### src/rtl/csa_sub_pipe_35bit.sv
// csa_sub_pipe_35bit
//   Two-stage pipelined 35-bit carry-select subtractor with valid/ready on
//   both sides. diff = term1 + ~term2 + 1, borrow = ~carry_out(msb).
//   Stage 1 resolves diff[SPLIT-1:0] (ripple slice + carry-select slices)
//   and registers the carry plus the upper operand halves. Stage 2 resolves
//   the upper bits with carry-select slices chained on that carry.
//
// Ports
//   clk, rst_n          clock, synchronous active-low reset
//   i_valid / o_ready   input handshake (o_ready depends combinationally
//                       on i_ready only)
//   i_sub_term1/2       minuend / subtrahend, sampled on acceptance
//   o_valid / i_ready   output handshake
//   diff, borrow        registered result; held while o_valid && !i_ready
//
// Config macro
//   CSA_SUB_SAT_EN      when defined, diff saturates to 0 on borrow.

module csa_sub_slice #(
  parameter int W      = 4,
  parameter int RIPPLE = 0
) (
  input  logic [W-1:0] a,
  input  logic [W-1:0] b,
  input  logic         cin,
  output logic [W-1:0] s,
  output logic         cout
);
  generate
    if (RIPPLE != 0) begin : g_ripple
      assign {cout, s} = {1'b0, a} + {1'b0, b} + {{W{1'b0}}, cin};
    end else begin : g_csel
      // Both carry-in outcomes are precomputed; the late carry only steers the mux.
      logic [W:0] sum0, sum1;
      assign sum0 = {1'b0, a} + {1'b0, b};
      assign sum1 = {1'b0, a} + {1'b0, b} + {{W{1'b0}}, 1'b1};
      assign {cout, s} = cin ? sum1 : sum0;
    end
  endgenerate
endmodule

module csa_sub_pipe_35bit #(
  parameter int WIDTH      = 35,
  parameter int BIT_REMAIN = 3,
  parameter int SPLIT      = 16
) (
  input  logic             clk,
  input  logic             rst_n,
  input  logic             i_valid,
  output logic             o_ready,
  input  logic [WIDTH-1:0] i_sub_term1,
  input  logic [WIDTH-1:0] i_sub_term2,
  output logic             o_valid,
  input  logic             i_ready,
  output logic [WIDTH-1:0] diff,
  output logic             borrow
);
  localparam int N1 = SPLIT / 4;
  localparam int HI = WIDTH - SPLIT;
  localparam int N2 = HI / 4;

  logic             s1_v, s2_v;
  logic [SPLIT-1:0] s1_lo;
  logic             s1_c;
  logic [HI-1:0]    s1_a, s1_nb;

  logic s2_adv, s1_adv, accept, xfer;
  assign s2_adv  = !s2_v || i_ready;
  assign s1_adv  = !s1_v || s2_adv;
  assign o_ready = s1_adv;
  assign accept  = i_valid && s1_adv;
  assign xfer    = s1_v && s2_adv;
  assign o_valid = s2_v;

  // ---------------- stage 1: low bits ----------------
  logic [WIDTH-1:0] nb;
  logic [N1:0]      c1;
  logic [SPLIT-1:0] lo_sum;
  assign nb    = ~i_sub_term2;
  assign c1[0] = 1'b1;  // +1 of the two's-complement negate

  genvar g;
  generate
    for (g = 0; g < N1; g++) begin : g_s1
      csa_sub_slice #(.W(4), .RIPPLE(g == 0 ? 1 : 0)) u_slice (
        .a   (i_sub_term1[4*g +: 4]),
        .b   (nb[4*g +: 4]),
        .cin (c1[g]),
        .s   (lo_sum[4*g +: 4]),
        .cout(c1[g+1])
      );
    end
  endgenerate

  // ---------------- stage 2: high bits ----------------
  logic [N2+1:0] c2;
  logic [HI-1:0] hi_sum;
  assign c2[0] = s1_c;

  generate
    for (g = 0; g < N2; g++) begin : g_s2
      csa_sub_slice #(.W(4), .RIPPLE(0)) u_slice (
        .a   (s1_a[4*g +: 4]),
        .b   (s1_nb[4*g +: 4]),
        .cin (c2[g]),
        .s   (hi_sum[4*g +: 4]),
        .cout(c2[g+1])
      );
    end
  endgenerate

  csa_sub_slice #(.W(BIT_REMAIN), .RIPPLE(0)) u_top (
    .a   (s1_a[HI-1 -: BIT_REMAIN]),
    .b   (s1_nb[HI-1 -: BIT_REMAIN]),
    .cin (c2[N2]),
    .s   (hi_sum[HI-1 -: BIT_REMAIN]),
    .cout(c2[N2+1])
  );

  logic             borrow_nxt;
  logic [WIDTH-1:0] diff_nxt;
  assign borrow_nxt = ~c2[N2+1];
`ifdef CSA_SUB_SAT_EN
  assign diff_nxt = borrow_nxt ? '0 : {hi_sum, s1_lo};
`else
  assign diff_nxt = {hi_sum, s1_lo};
`endif

  // ---------------- pipeline registers ----------------
  always_ff @(posedge clk) begin
    if (!rst_n) begin
      s1_v   <= 1'b0;
      s2_v   <= 1'b0;
      s1_lo  <= '0;
      s1_c   <= 1'b0;
      s1_a   <= '0;
      s1_nb  <= '0;
      diff   <= '0;
      borrow <= 1'b0;
    end else begin
      if (s1_adv) s1_v <= i_valid;
      if (accept) begin
        s1_lo <= lo_sum;
        s1_c  <= c1[N1];
        s1_a  <= i_sub_term1[WIDTH-1:SPLIT];
        s1_nb <= nb[WIDTH-1:SPLIT];
      end
      if (s2_adv) s2_v <= s1_v;
      // Result regs only move on a real transfer so a drained output holds
      // its last value instead of picking up stage-1 leftovers.
      if (xfer) begin
        diff   <= diff_nxt;
        borrow <= borrow_nxt;
      end
    end
  end
endmodule

### config.mk
export PLATFORM = sky130hd
export DESIGN_NAME = csa_sub_pipe_35bit
export DESIGN_NICKNAME = d
export VERILOG_FILES = /design/src/rtl/csa_sub_pipe_35bit.sv
export SDC_FILE = /design/constraint.sdc
export NUM_CORES = 1
export LEC_CHECK = 0
export ABC_AREA = 1
export ABC_CLOCK_PERIOD_IN_PS = 2580
export CAP_MARGIN = 20
export CORE_UTILIZATION = 45
export DETAILED_ROUTE_END_ITERATION = 12
export DONT_BUFFER_PORTS = 1
export HOLD_SLACK_MARGIN = 0.05
export SYNTH_ARGS = -nofsm -noshare
export SYNTH_HDL_FRONTEND = slang
export SYNTH_SLANG_ARGS = --single-unit
export TNS_END_PERCENT = 1
### constraint.sdc
create_clock -name clk -period 2.58 [get_ports clk]
set_input_delay 0.516 -clock clk [delete_from_list [all_inputs] [get_ports clk]]
set_output_delay 0.516 -clock clk [all_outputs]
set_load 0.01 [all_outputs]
* Word level (Yosys, flattened, before mapping)
Cells that the tools add are included.
** Word-level totals
- Flip-flop bits (word level) :: 93
- Bits of input ports :: 74
- Output and inout port bits :: 38
- Logic and storage cells :: 42
** Cells by class
- Add/subtract/negate cells :: 18
- Mux-type cells :: 8
- Bitwise logic cells :: 2
- Reduce and logical (&&, ||, !) cells :: 6
** Operators by type and width (count)
- adder 4 x 4 -> 5 bit :: 8
- adder 5 x 1 -> 5 bit (second input constant) :: 8
- two-way mux 5 bit :: 7
- inverter 35 bit :: 1
- adder 3 x 3 -> 4 bit :: 1
- adder 4 x 1 -> 4 bit (second input constant) :: 1
- two-way mux 4 bit :: 1
- logical AND 1 bit :: 2
- logical NOT 1 bit :: 2
- logical OR 1 bit :: 2
- inverter 1 bit :: 1

* Depth between registers and ports, before layout
- Depth in word-level cells :: 8
- Gate-level depth with buffers :: 18
- Depth with buffers taken out :: 18

* Cells and area by module
From an unflattened synthesis, not the netlist that was laid out.
** Second synthesis, totals
- Cells, all modules :: 970
- Area total of the unflattened synthesis :: 6274.8 sq um
** By module, submodules not included
- csa_sub_pipe_35bit :: instances 1, cells an instance 563, area each 3937.5 sq um, seq. area each 1861.8 sq um
- csa_sub_slice at g_s1[3].u_slice ... :: instances 4, cells an instance 51, area each 292.8 sq um, seq. area each 0.0 sq um
- csa_sub_slice at g_s1[1].u_slice ... :: instances 3, cells an instance 47, area each 265.3 sq um, seq. area each 0.0 sq um
- csa_sub_slice at u_top :: instances 1, cells an instance 37, area each 205.2 sq um, seq. area each 0.0 sq um
- csa_sub_slice at g_s1[0].u_slice :: instances 1, cells an instance 25, area each 165.2 sq um, seq. area each 0.0 sq um

* Worst setup path before layout
OpenSTA, ideal clock, no wires.
- Path type :: input port to flip-flop
- Start :: input port i_sub_term2[4]
- End :: register s1_lo[14]
- Library setup time :: 109 ps
- Arrival time :: 2409 ps
- Data required time :: 2471 ps
- Setup slack :: 62 ps
- Stages :: 17
- Buffers on the path :: 0
- Cells stage by stage :: inv_1 ha_1 inv_1 fa_1 inv_1 ha_1 inv_1 nor3_1 nand3_1 nand2_2 nand2_1 nand2_2 inv_1 nand2_1 nand3_1 nand2_1 inv_1
** Between the ends
- Word-level cells in the longest chain between the ends :: 6
** Ends and longest elaborated chain
- start: declaration :: RTL line 52 : input logic [WIDTH-1:0] i_sub_term2,
- inverter 35 bit * :: RTL line 79 : assign nb = ~i_sub_term2;
- adder 4 x 4 -> 5 bit * :: RTL line 35, 36
- adder 5 x 1 -> 5 bit :: RTL line 36 : assign sum1 = {1'b0, a} + {1'b0, b} + {{W{1'b0}}, 1'b1};
- two-way mux 5 bit * (3 in a row) :: RTL line 37 : assign {cout, s} = cin ? sum1 : sum0;
- end signal: assignment :: RTL line 143 : s1_lo <= lo_sum;
- end: declaration :: RTL line 63 : logic [SPLIT-1:0] s1_lo;
Mark *: on every way between the ends. The rest lies on a longest branch, timed or not.
A chain may end at the register's enable or synchronous reset.

* Worst setup path after layout
- Start :: register s1_a[0]
- End :: register diff[30]
** Between the ends
- Word-level cells in the longest chain between the ends :: 6
** Ends and longest elaborated chain
- start: declaration :: RTL line 65 : logic [HI-1:0] s1_a, s1_nb;
- start signal: assignment :: RTL line 145 : s1_a <= i_sub_term1[WIDTH-1:SPLIT];
- adder 4 x 4 -> 5 bit * :: RTL line 35, 36
- adder 5 x 1 -> 5 bit :: RTL line 36
- two-way mux 5 bit * (4 in a row) :: RTL line 37
- end signal: assignment :: RTL line 152 : diff <= diff_nxt;
- end: declaration :: RTL line 55 : output logic [WIDTH-1:0] diff,
Marks and branches as above.

==> impl_metrics.ini <==
[sta]
min_period_ns = 2.51
drv_slew = 0
tns_ns = 0
rsz0062_at_grt = true
hold_viol = 0
slew_headroom_pct = 47.0
min_period_over_period_pct = 97.3
clock.fmax_ghz = 0.399
hold-worst-slack_ns = 0.246
worstMarginPinSlew_ns = 0.794
finClkSkew_ns = 0.0111
finalSetupViolations = 0

[clock_network]
numCtsBuffers = 9
clk_pin_slew_ns = 0.07
clk_latency_ns = 0.35
cts_hold_buf = 0
cts_max_level = 3
cts_root_buffer = clkbuf_16
clockBufferDepth = 2
cts_sinks = 93
cts_tree = built

[critical_path]
crit_chain = ha_4, fa_1, ha_2, nand2_2, nor2_4, nand4_1, nand2_2, nand2_4, nand2_4, nand2_4, nand2_8, inv_4, o21ai_1, o21ai_1, o21ai_1, inv_1
crit_arrival_ns = 2.75
reg2reg_from = s1_a[0]
reg2reg_to = diff[30]
criticalPathCategory = register to register
regToRegSetupSlack_ns = 0.07
ff2ff_path_depth = 16
critPathLaunchType = register
max_stage_delay_ns = 0.52
cp-end-kind = register
cp.required_ns = 2.82
cpMaxStageDelayCell = fa_1
crit_path_max_fanout = 7

[finish]
finalInstanceArea_sq_um = 5790
drive_above_1_share_pct = 9.63
nets = 817
final_cell_mix = inv_1, dfxtp_1, nor2_1, o21ai_0, nand2_1
layout_commonest_cell = inv_1
n_antenna_cell = 0
fin_cells = 836
areaGrowthSynthToFinish_pct = 11.2

[power]
intPower_mw = 2.58
clkPwrFrac_pct = 34.4
p_comb_share_pct = 21.6
p_per_area_nw_per_um2 = 647
p_switching_mw = 1.16
share_seq_of_total_power_pct = 44.1
swShare_pct = 31.1
ir_worst_vdd_mv = 0.366
totalPowerFinal_mw = 3.75
leakagePower_nw = 2.80

[place]
dpl_cell_area_sq_um = 5370
dpl.hpwl_mm = 8.02
io_buffers = 0
gp_congestion = 0.796
dp_cells = 817

[hold_path]
hp-class = primary input to register
hp-start = i_sub_term2[17]
whs_endpoint = s1_nb[1]
hold_depth = 1

[floorplan]
start_util_pct = 47.0
fp.dieH_um = 110
core_sq_um = 11100
rows = 38
die_w_um = 110
ios = 112
die-area_sq_um = 12000

[routing]
vias_per_cell = 5.18
drc = 0
vias = 4333
routed_wl_mm = 11.2
wl_per_cell_um = 13.4
ant_nets = 0
dr.first_iter.drc_count = 145
firstDrtPassIters = 4

[synthesis]
synth_top_family_by_area = simple AND/OR/NAND/NOR gates
syn_area_sq_um = 5210
syn_area_per_cell_sq_um = 7.51
ys_ff_latch = 93
synth_fa_ha_area_share_pct = 13.8
syn_nets = 819
synth_seq_area_share_pct = 35.8
synth.distinct_cells = 32
synthCells = 693
synthXorXnorAreaFrac_pct = 5.22
synth-simple-area-share_pct = 19.2
synthMuxAreaShare_pct = 0
synth_compound_area_share_pct = 17.0
yosysTopAreaCellShare_pct = 35.8
yosysWarnings = 0
yosys.area.top_type = dfxtp_1
synth_area_leaders = dfxtp_1, ha_1, o21ai_0

[global_routing]
grt_max_degree = 78
grt_usage_pct = 19.6
antenna_found_initial = 1
grt_overflow = 0
grt_pass1_vias = 4093
grt_pass1_wl_mm = 18.3

[status]
status = finished, final reports clean

[run]
maxCapViolCount = 0
## state kept, by name (all words and copies together) (netlist names)
signal	cells
diff	35
s1_v	1
s1_lo	16
s1_c	1
s1_a	19
borrow	1
s1_nb	19
o_valid	1
## Yosys cell counts, drive strengths merged
library cell   n
nand3b         2
a21oi         64
buf            3
xnor2         12
o21a           1
o221ai         2
or2            1
a31o           1
nand2         85
clkbuf        24
nand3         47
and2           1
xor2          19
nand4          3
a21o           4
nor3           4
o21ai         83
ha            43
dfxtp         93
nor2          83
a31oi          6
inv           98
fa             9
o211ai         5
## cell families after synthesis
logic type | after synthesis
DFF | 93
AOI/OAI and AO/OA | 166
buffers and inverters | 125
adders and majority gates | 52
and+or+nand+nor | 226
xor gates and xnor gates | 31
## routing by layer
layer	share of wire, %	vias up	track usage, %
met5	0.11	-	0
met4	1.2	2	7.81
met3	6.3	13	5.99
met2	47	102	33.5
met1	45	1960	22.8
li1	-	2256	-
## critical path: cells and delay by family (launching register included)
kind,cells,cell delay (ns)
adders and majority gates,3,0.86
and+or+nand+nor,8,0.86
DFF,1,0.34
AOI/OAI and AO/OA,3,0.26
buffers and inverters,2,0.08
## power by group through the flow
stage               sequential [mW]  clock (mW)  combinational, mW
floorplan                      1.66           0              0.626
global placement               1.68           0              0.738
finish                         1.65        1.29              0.808
detailed placement             1.68           0              0.763
global route                   1.67        1.39              0.932
CTS                            1.65        1.32              0.777
## area by class of cell
cell class	instances	area, sq um
Timing Repair Buffer	14	118
Clock inverter	6	55.1
Multi-Input combinational cell	475	2970
Sequential cell	93	1860
Fill cell	1085	5290
Inverter	98	370
Tap cell	140	175
Clock buffer	10	239
## worst max-delay path by stage
stage	from	to	slack, ns	cells past startpoint
after floorplan	i_sub_term2[4]	s1_lo[14]	0.06	17
after global routing	s1_a[0]	diff[30]	-0.11	16
after detailed placement	i_sub_term2[4]	s1_c	-0.1	17
after global placement	i_sub_term2[4]	s1_c	-0.04	17
after CTS	s1_nb[0]	borrow	0.02	15
final	s1_a[0]	diff[30]	0.07	16
## metrics by stage
step | utilization (%) | setup WS, ns
global placement | 48.5 | -0.0417
global route | 52.3 | -0.107
floorplan | - | 0.0620
detailed placement | 48.5 | -0.0963
CTS | 51.4 | 0.0183
finish | 52.3 | 0.0709
## repair_timing
action / in CTS / in global routing
pin swaps: 6 / 15
cloned: 0 / 0
setup endpoints to repair: 6 / 13
resized for setup: 5 / 20
setup buffers: 2 / 1
Note: power is estimated with default switching activity, not from simulation.
